$ cat src/rtl/ppa_arbiter.sv
// Round-robin arbiter sharing one 16-bit Kogge-Stone adder among NREQ clients.
// Define PPA_ARBITER_STRICT0_EN to give requester 0 strict priority.
module ppa (
    input  logic [15:0] a_i,
    input  logic [15:0] b_i,
    output logic [15:0] sum_o,
    output logic        co_o
);

    logic [15:0] g;
    logic [15:0] p;
    logic [15:0] gn;
    logic [15:0] pn;

    always_comb begin
        g = a_i & b_i;
        p = a_i ^ b_i;
        gn = g;
        pn = p;
        for (int d = 1; d < 16; d = d << 1) begin
            gn = g;
            pn = p;
            for (int i = d; i < 16; i++) begin
                gn[i] = g[i] | (p[i] & g[i-d]);
                pn[i] = p[i] & p[i-d];
            end
            g = gn;
            p = pn;
        end
        // g[i] now holds the carry out of bit i
        sum_o = (a_i ^ b_i) ^ {g[14:0], 1'b0};
        co_o  = g[15];
    end

endmodule

module ppa_arbiter #(
    parameter int NREQ = 4,
    parameter int IDW  = 2
) (
    input  logic              clk,
    input  logic              rst_n,
    input  logic [NREQ-1:0]   req_valid,
    output logic [NREQ-1:0]   req_ready,
    input  logic [16*NREQ-1:0] req_a,
    input  logic [16*NREQ-1:0] req_b,
    output logic              rsp_valid,
    input  logic              rsp_ready,
    output logic [IDW-1:0]    rsp_id,
    output logic [15:0]       rsp_sum,
    output logic              rsp_co
);

    logic           rsp_valid_q, rsp_valid_d;
    logic [15:0]    rsp_sum_q, rsp_sum_d;
    logic           rsp_co_q, rsp_co_d;
    logic [IDW-1:0] rsp_id_q, rsp_id_d;
    logic [IDW-1:0] ptr_q, ptr_d;

    logic           gnt_vld;
    logic [IDW-1:0] gnt_id;
    logic [IDW:0]   idx;
    logic [IDW-1:0] cand;
    logic           can_load;
    logic           accept;
    logic [IDW-1:0] ptr_nxt;
    logic [15:0]    op_a, op_b;
    logic [15:0]    add_sum;
    logic           add_co;

    // Reverse scan so the candidate closest to ptr is assigned last
    always_comb begin
        gnt_vld = 1'b0;
        gnt_id  = '0;
        idx     = '0;
        cand    = '0;
        for (int k = NREQ - 1; k >= 0; k--) begin
            idx = {1'b0, ptr_q} + (IDW+1)'(k);
            if (idx >= (IDW+1)'(NREQ)) begin
                idx = idx - (IDW+1)'(NREQ);
            end
            cand = idx[IDW-1:0];
            if (req_valid[cand]) begin
                gnt_vld = 1'b1;
                gnt_id  = cand;
            end
        end
`ifdef PPA_ARBITER_STRICT0_EN
        if (req_valid[0]) begin
            gnt_vld = 1'b1;
            gnt_id  = '0;
        end
`endif
    end

    assign can_load  = ~rsp_valid_q | rsp_ready;
    assign req_ready = (gnt_vld & can_load & rst_n) ?
                       (NREQ'(1) << gnt_id) : '0;
    assign accept    = |(req_valid & req_ready);

    always_comb begin
        op_a = '0;
        op_b = '0;
        if (gnt_vld) begin
            op_a = req_a[16*gnt_id +: 16];
            op_b = req_b[16*gnt_id +: 16];
        end
    end

    ppa u_ppa (
        .a_i   (op_a),
        .b_i   (op_b),
        .sum_o (add_sum),
        .co_o  (add_co)
    );

    assign ptr_nxt = (gnt_id == IDW'(NREQ - 1)) ? '0 : gnt_id + IDW'(1);

    always_comb begin
        rsp_valid_d = rsp_valid_q;
        rsp_sum_d   = rsp_sum_q;
        rsp_co_d    = rsp_co_q;
        rsp_id_d    = rsp_id_q;
        ptr_d       = ptr_q;
        if (accept) begin
            rsp_valid_d = 1'b1;
            rsp_sum_d   = add_sum;
            rsp_co_d    = add_co;
            rsp_id_d    = gnt_id;
`ifdef PPA_ARBITER_STRICT0_EN
            if (gnt_id != '0) begin
                ptr_d = ptr_nxt;
            end
`else
            ptr_d = ptr_nxt;
`endif
        end else if (rsp_ready) begin
            rsp_valid_d = 1'b0;
        end
    end

    always_ff @(posedge clk) begin
        if (!rst_n) begin
            rsp_valid_q <= 1'b0;
            rsp_sum_q   <= '0;
            rsp_co_q    <= 1'b0;
            rsp_id_q    <= '0;
            ptr_q       <= '0;
        end else begin
            rsp_valid_q <= rsp_valid_d;
            rsp_sum_q   <= rsp_sum_d;
            rsp_co_q    <= rsp_co_d;
            rsp_id_q    <= rsp_id_d;
            ptr_q       <= ptr_d;
        end
    end

    assign rsp_valid = rsp_valid_q;
    assign rsp_sum   = rsp_sum_q;
    assign rsp_co    = rsp_co_q;
    assign rsp_id    = rsp_id_q;

endmodule

$ cat config.mk
export PLATFORM = sky130hd
export DESIGN_NAME = ppa_arbiter
export DESIGN_NICKNAME = d
export VERILOG_FILES = /design/src/rtl/ppa_arbiter.sv
export SDC_FILE = /design/constraint.sdc
export NUM_CORES = 1
export LEC_CHECK = 0
export CORE_ASPECT_RATIO = 0.7
export CORE_MARGIN = 2
export CORE_UTILIZATION = 35
export DETAILED_ROUTE_END_ITERATION = 8
export MAX_ROUTING_LAYER = met4
export PLACE_DENSITY = 0.79
export SYNTH_ARGS = -nofsm -noshare
export SYNTH_HDL_FRONTEND = slang
export SYNTH_SLANG_ARGS = --single-unit
$ cat constraint.sdc
create_clock -name clk -period 4.4 [get_ports clk]
set_clock_uncertainty 0.15 [all_clocks]
set_input_delay 1.32 -clock clk [delete_from_list [all_inputs] [get_ports clk]]
set_output_delay 1.32 -clock clk [all_outputs]
set_load 0.05 [all_outputs]
==> results by stage, run 1 <==
Routing:
- The average wire per cell in the routed design is 15.6 um.
- The final route contains 3232 vias.
- The total wire length after detailed routing is 9730 um.
- The remaining antenna violation count is 0.
- After detailed routing, the number of remaining DRC violations is 0.
- The number of detailed-route iterations in the first pass is 4.
- Using the TritonRoute via totals, the vias-per-cell ratio works out to 5.18.
- The number of violations reported at the end of detailed-routing iteration 0 is 86.

Global route:
- Summed over all layers, the global routing overflow is 0.
- The via count of the first global-routing pass came to 3302.
- The wire length of the first global-routing pass is 15000 um.
- For this run, the total global-route usage over all layers was measured as 23.0%.
- In the global route stage, met3 resource usage came out at 6.12%.
- The met2 routing resource usage after global routing is 39.1%.
- The fraction of met1 tracks used by global routing is 27.5%.
- In this run the most used layer during global routing was met2.
- The largest net degree at the start of global routing is 29.
- The number of antenna violations at the first check in global routing is 0.

Pwr:
- The total power draw is 0.00170 W.
- The analysis attributes to cell leakage a power of 2.29 nW.
- Power spread over the standard cell area amounts to 344 nW/um^2.
- The maximum ir drop on the vdd rail is 0.166 mV.

Synth:
- The cell count after synthesis is 328.
- In this run the biggest area consumer among cell types represents 24.6% of the synthesized area.
- Of all cell types, the one taking the most synthesized area is mux2i_1.
- The count of synthesis-stage warnings from yosys is 0.
- The portion of the post-synthesis area used by sequential elements is 16.4%.
- In this run the mean area of a mapped cell was 8.19 um^2.
- The cell area after synthesis is 2690 um^2.
- After synthesis the netlist holds a flip-flop and latch count of 22.
- The number of different library cells used by synthesis comes to 53.
- Of all flip-flops after synthesis, the portion carrying an async set or reset was 0%.
- After synthesis, the cell types taking the most area are mux2i_1 (25%), dfxtp_1 (16%), ha_1 (9.3%).
- The number of nets handed over by synthesis was 484.
- The number of synthesized flops with an enable pin is 0.
- The leading register cell type out of synthesis is dfxtp_1.

STA:
- The worst-case setup margin in the final layout is 0.0752 ns.
- The worst max-slew margin expressed relative to the limit is 63.5%.
- The worst path in the final design needs a cycle of 4.32 ns, including I/O delays and setup.
- On the final layout, the worst hold slack is 0.326 ns.
- Based on the critical path, the design can be clocked at up to 231 MHz.
- The count of pins over their slew limit is 0.
- Setup violations remaining at the end of the flow were counted as 0.
- The final number of hold-violating endpoints is 0.
- At the pin with the least slew margin, the transition time is 0.546 ns.
- The final critical path takes up 98.3% of the cycle.
- Setup repair after global routing could not meet its margin everywhere.

Floorplanning:
- The initial utilization of the core area, before any placement, comes to 36.5%.
- From left edge to right edge, the die measures 109 um.
- The vertical die dimension is 77.3 um.
- After floorplanning, the core was sized to cover 7350 um^2.
- The die covers 8400 um^2.
- In this run the count of I/O pins placed on the die edge is 159.
- The floorplan has 26 rows.

Clock tree:
- TritonCTS built the clock tree.
- The clock edge transition at the registers on the reported setup and hold paths is 0.08 ns.
- The number of buffers on the longest clock path is 2.
- The clock net sink count is 22.
- The number of buffers created by CTS is 3.
- The clock root buffer is clkbuf_8.
- CTS built an H-tree with a depth of 1.
- The number of hold-repair buffers added at the cts stage is 0.
- The clock reaches the later pin of the worst-skew pair after 0.26 ns.

Placed design:
- The quantity of I/O buffers inserted on ports is 158.
- Routability-driven placement finished with a final weighted congestion of 0.892.
- The detailed placer's ending HPWL is 7990 um.
- The post-placement setup slack is -0.718 ns.

Flow run:
- The tool flagged a number of max-cap violations equal to 0.

Critical path:
- The data arrival time of the critical path is 2.85 ns.
- The kind of start point of the critical path is a primary input.
- The required time at the endpoint of the critical path is 2.93 ns.
- STA classifies the critical path endpoint as an output port.
- Of all nets on the critical path, the largest fanout is 6.
- The worst setup path is of the primary input to output port kind.

Layout:
- The layout overhead on the synthesized area is 83.5%.
- The total number of nets in the final design is 683.
- The multi-input combinational cells in the finished layout cover a total of 2150 um^2.
- The repair_antennas step left the layout with diodes totalling 0.
- The sequential cell area is 440 um^2.
- The share of cells above drive strength 1 is 16.9%.
- After filler insertion, the fill cell instance count of the layout stands at 641.

Min path:
- In this run the worst hold path is classified as register to register.

Run status:
- The flow ran to the end, and the final reports show no timing, DRC or antenna violations.
## synthesized netlist by cell type, drive strengths merged (7+ instances only)
cell / instances
inv: 8
mux2i: 66
nor2: 7
clkbuf: 8
buf: 16
nand2: 26
ha: 20
a21oi: 16
and2: 9
dfxtp: 22
nand3: 11
o21ai: 16
o22ai: 31
## repair_timing
| item | in CTS | in global routing |
|---|---|---|
| buffers inserted | 4 | 1 |
| setup endpoints to repair | 16 | 14 |
| gates cloned | 1 | 0 |
| hold endpoints to repair | 0 | 0 |
| resized for setup | 22 | 17 |
| pin swaps | 3 | 9 |
## critical path, stage by stage
cell and delay (ns):
dlygate4sd2_1 0.26, buf_4 0.15, o22ai_4 0.24, buf_6 0.14
buf_12 0.10, buf_4 0.15, ha_1 0.19, and2_4 0.16
buf_12 0.13
## stage by stage
step / utilization (%) / TNS, ns / cells / instance area [um^2]
after global routing: 67.1 / -0.195 / 624 / 4930
after global placement: 64.7 / -7.13 / 616 / 4750
final: 67.1 / 0 / 624 / 4930
after CTS: 66.7 / 0 / 624 / 4900
after detailed placement: 64.7 / -9.32 / 616 / 4750
after floorplan: - / 0 / 328 / 2690
## final cells by class
type	count	area share, %
tap	98	2.49
clock buffer	4	1.12
inverter	8	0.609
timing repair buffer	218	43.2
multi-input combinational	274	43.6
sequential	22	8.93
## worst paths after layout
path | cells after the start | slack [ns] | to | start
min reg2reg | 2 | 0.33 | rsp_sum[14] | rsp_sum[14]
max reg2reg | 18 | 0.75 | rsp_sum[6] | ptr_q[1]
min | 2 | 0.33 | rsp_sum[14] | rsp_sum[14]
max | 9 | 0.08 | req_ready[0] | req_valid[3]
## power breakdown
group / switching (W) / total [W] / leakage [nW] / internal [W]
Sequential: 0.0000244 / 0.000264 / 0.180 / 0.000239
Clock: 0.0000679 / 0.000148 / 0.0288 / 0.0000799
Combinational: 0.000638 / 0.00129 / 2.08 / 0.000648
Total: 0.000731 / 0.00170 / 2.29 / 0.000967
## per-layer routing
metal	part of all wire (%)	vias to the layer above
li1	-	1636
met1	44	1464
met2	47	121
met3	8.2	11
met4	1.2	0
met5	0	-
## kinds of logic (layout without fill, tap and decap cells)
family	count (synthesis)	count (layout)	synth area share, %
AO/OA/AOI/OAI	103	103	25.7
adder cells (fa/ha/maj)	21	21	10.1
multiplexers	66	66	24.6
AND/OR/NAND/NOR	74	74	14.1
XOR/XNOR	10	10	3.26
flip-flops	22	22	16.4
buffers and inverters	32	230	5.92
## placed cells by master (no fill, tap or decap), types with 7 or more instances in the layout
master	count
a21oi_1	15
buf_12	7
buf_4	51
clkdlybuf4s50_1	150
dfxtp_1	22
ha_1	18
inv_1	8
mux2i_1	66
nand2_1	25
nand3_1	11
nor2_1	7
o21ai_0	9
o21ai_1	7
o22ai_1	30
## sequential cells by signal, summed over array words and instances (netlist names)
| signal | count |
|---|---|
| rsp_id | 2 |
| ptr_q | 2 |
| rsp_co | 1 |
| rsp_valid | 1 |
| rsp_sum | 16 |
Power figures use the tool's default switching activity.
==> run 2: changes to the inputs <==
- ABC_AREA: default -> 1
- CORE_ASPECT_RATIO: 0.7 -> 1.4
- CORE_UTILIZATION: 35 -> 39
==> run 2 against run 1 <==
Effect of this change: hold slack better by 0.022 ns; core utilization up 5.0 points; global-route usage up 3.0 points; synthesized cell count up 99%; critical path depth up 6; die area up 14%; maximum frequency down 1.2%; largest cell class unchanged; highest routed layer unchanged.
==> results by stage, run 2 <==
Critical path:
- The critical path capture point type is an output port.
- Traced cell by cell, the critical path runs through buf_4, nand2_2, nand2_2, nand2_2, nand2_2, buf_4, nor2_4, inv_2, o21ai_2, nand2_2, nand2_4, ha_4, inv_2, nor2_2, buf_12.
- The most used cell along the critical path is nand2_2.
- In this run the register-to-register setup slack is 0.42 ns.
- The data arrival time of the critical path is 2.91 ns.
- In this design, the stage delay of the slowest critical-path cell is 0.16 ns.
- Along the worst path, the maximum fanout reaches 4.
- The worst setup path is of the primary input to output port kind.
- STA puts the critical path data required time at 2.93 ns.
- The largest individual stage delay along the critical path comes from the cell ha_4.
- The kind of start point of the critical path is a primary input.

Layout:
- The share of cells above drive strength 1 is 21.6%.
- The sequential cell area is 440 um^2.
- The number of antenna diodes in the final layout is 0.
- The top cell types in the final layout, fill and taps aside, are nand2_1 (252), clkdlybuf4s50_1 (150), inv_1 (93).
- For this run, the post-layout net count is 1028.
- The finished cells cover 6160 um^2.
- The layout overhead on the synthesized area is 79.4%.
- The area of combinational cells with multiple inputs is 2680 um^2.
- The flip-flop count of the largest register, all copies and words added is 16.
- Leaving out fill and tap cells, the most frequent cell in the layout is nand2_1.
- The filler cells instantiated in the layout total 662.

Clock tree:
- The root buffer cell chosen for the clock tree is clkbuf_16.
- The deepest level of the CTS H-tree is 1.
- The clock net sink count is 22.
- The number of buffers on the longest clock path is 2.
- Clock latency on the worst-skew pair, taken at its later pin, is 0.25 ns.
- The number of buffers created by CTS is 3.
- The clock tree from TritonCTS is built.
- After clock tree synthesis, the clock-pin slew on the worst setup and hold paths is 0.06 ns.

Global route:
- The total congestion overflow is 0.
- Global routing consumed, over all layers together, 25.9% of the routing resources.
- The via count of the first global-routing pass came to 4649.
- The wire length of the first global-routing pass is 20100 um.
- The busiest layer in global routing is met2.
- Entering global routing, the biggest net connects 47 pins.
- The met3 demand-to-capacity share in global routing is 1.51%.
- The number of antenna violations at the first check in global routing is 0.
- For this run, global-route usage on met1 was measured as 25.7%.
- Global routing consumed, on the met2 layer, 52.7% of the routing resources.

Min path:
- The type of the most critical hold path is register to register.

Routing:
- The number of detailed-route iterations in the first pass is 4.
- The total wire length after detailed routing is 13300 um.
- The number of violations reported at the end of detailed-routing iteration 0 is 213.
- In the final routed layout, each cell accounts on average for 13.7 um.
- The final route contains 4793 vias.
- The count of nets left with antenna violations once routing finished came out at 0.
- The routed via count divided by cell count is 4.91.
- The post-detailed-route DRC marker count is 0.

Synth:
- The fraction of synthesized cell area taken by the top area cell type is 29.0%.
- The number of nets in the synthesized netlist is 810.
- The post-synthesis adder-cell area fraction is 7.86%.
- The most frequent cell after synthesis is nand2_1.
- In this run, synthesis inferred 0 flip-flops with an integrated enable.
- The post-synthesis mux area share is 0%.
- The number of flip-flops and latches in the synthesized netlist is 22.
- The largest total area in the synthesized netlist belongs to nand2_1.
- A synthesized cell averages 5.26 um^2.
- The portion of the post-synthesis area used by sequential elements is 12.8%.
- The compound-cell area share of the yosys netlist is 12.4%.
- The dominant combinational cell family by area after synthesis is simple AND/OR/NAND/NOR gates.
- The most used flip-flop cell after synthesis is dfxtp_1.
- The cell count after synthesis is 654.
- After Yosys synthesis, XOR and XNOR cells account for 3.06% of the synthesized area.
- After synthesis, the cell types taking the most area are nand2_1 (29%), dfxtp_1 (13%), inv_1 (11%).
- The commonest cells after synthesis are nand2_1 (266), inv_1 (98), a21oi_1 (48).
- The count of synthesis-stage warnings from yosys is 0.
- In this run the cell area of the synthesized design comes to 3440 um^2.
- The post-synthesis async set-or-reset flop share is 0%.
- Summing the areas of all and, or, nand and nor instances in the mapped netlist gives 46.4% of the synthesized area.
- Yosys mapped the design onto 31 distinct sky130hd cell types.

STA:
- The count of pins over their slew limit came to 0.
- Setup violations remaining at the end of the flow were counted as 0.
- The final number of hold-violating endpoints is 0.
- The post-route fraction of the period consumed by the critical path is 99.5%.
- For this run, the top clock speed supported by timing is 228 MHz.
- Measured against its own limit, the worst slew margin works out to 65.2%.
- The minimum clock period is 4.38 ns.
- At the pin with the least slew margin, the transition time is 0.521 ns.

Placed design:
- The congestion estimate from routability-driven global placement came to 0.944.
- Once placement finished, the instance area stood at 5580 um^2.
- Input and output buffers added on the ports amount to 158.
- Summed over all nets, the half-perimeter wirelength after detailed placement is 9900 um.

Run status:
- The flow ran to the end, and the final reports show no timing, DRC or antenna violations.

Floorplanning:
- The overall die width is 83.3 um.
- The floorplan row count is 40.
- The initial utilization of the core area, before any placement, comes to 40.2%.
- The number of ports placed on the die boundary is 159.
- The die is 115 um tall.
- The full die area is 9590 um^2.
- The area of the core is 8560 um^2.

Flow run:
- Max-cap violations in this run came to 0.
==> run 2: logic make-up (layout without fill, tap and decap cells) <==
group,Yosys count,count (layout)
xor+xnor,12,12
compound gates,81,81
flops,22,22
buf+inv,135,352
simple gates,383,383
fa+ha+maj,21,21
==> run 2: layout make-up <==
class | instances | share of cell area [%]
tap | 105 | 2.13
inverter | 105 | 6.52
sequential | 22 | 7.14
clock inverter | 1 | 0.487
timing repair buffer | 243 | 39.1
multi-input combinational | 497 | 43.5
clock buffer | 3 | 1.22
==> run 2: metrics by stage <==
step           hold WS, ns  setup WS (ns)  setup TNS [ns]  util [%]  instances
6_report             0.348         0.0209               0      72.0        976
5_1_grt              0.376        -0.0857          -0.607      72.0        976
4_1_cts              0.347       -0.00537        -0.00537      68.8        965
3_5_place_dp         0.332         -0.457           -6.08      65.2        951
3_3_place_gp         0.318         -0.338           -4.21      65.2        951
2_1_floorplan        0.422         0.0661               0         -        654
==> run 2: critical path: cells and delay by family <==
kind	cells	cell delay (ns)
compound gates	1	0.13
fa+ha+maj	1	0.16
buf+inv	5	0.51
simple gates	8	0.77
==> run 2: repair_timing <==
item / CTS / global route
setup endpoints to repair: 15 / 18
pin swaps: 17 / 33
buffers inserted: 9 / 10
gates resized for setup: 38 / 59
hold buffers: 0 / 0
cloned: 1 / 1
==> run 2: path summary, 6_finish.rpt <==
kind / end / start / depth (start not counted)
setup reg to reg: rsp_sum[12] / ptr_q[0] / 26
hold / removal: rsp_sum[2] / rsp_sum[2] / 2
setup / recovery: req_ready[0] / req_valid[1] / 15
hold reg to reg: rsp_sum[2] / rsp_sum[2] / 2
==> run 2: layer usage <==
layer,vias to the layer above,part of all wire [%]
met5,-,0
met3,46,3.3
met2,147,56
met1,2156,37
met4,0,3.7
li1,2444,-
Power of run 2 is not shown: default switching activity piles up to over one toggle a cycle in this logic, so the estimate is an artifact.
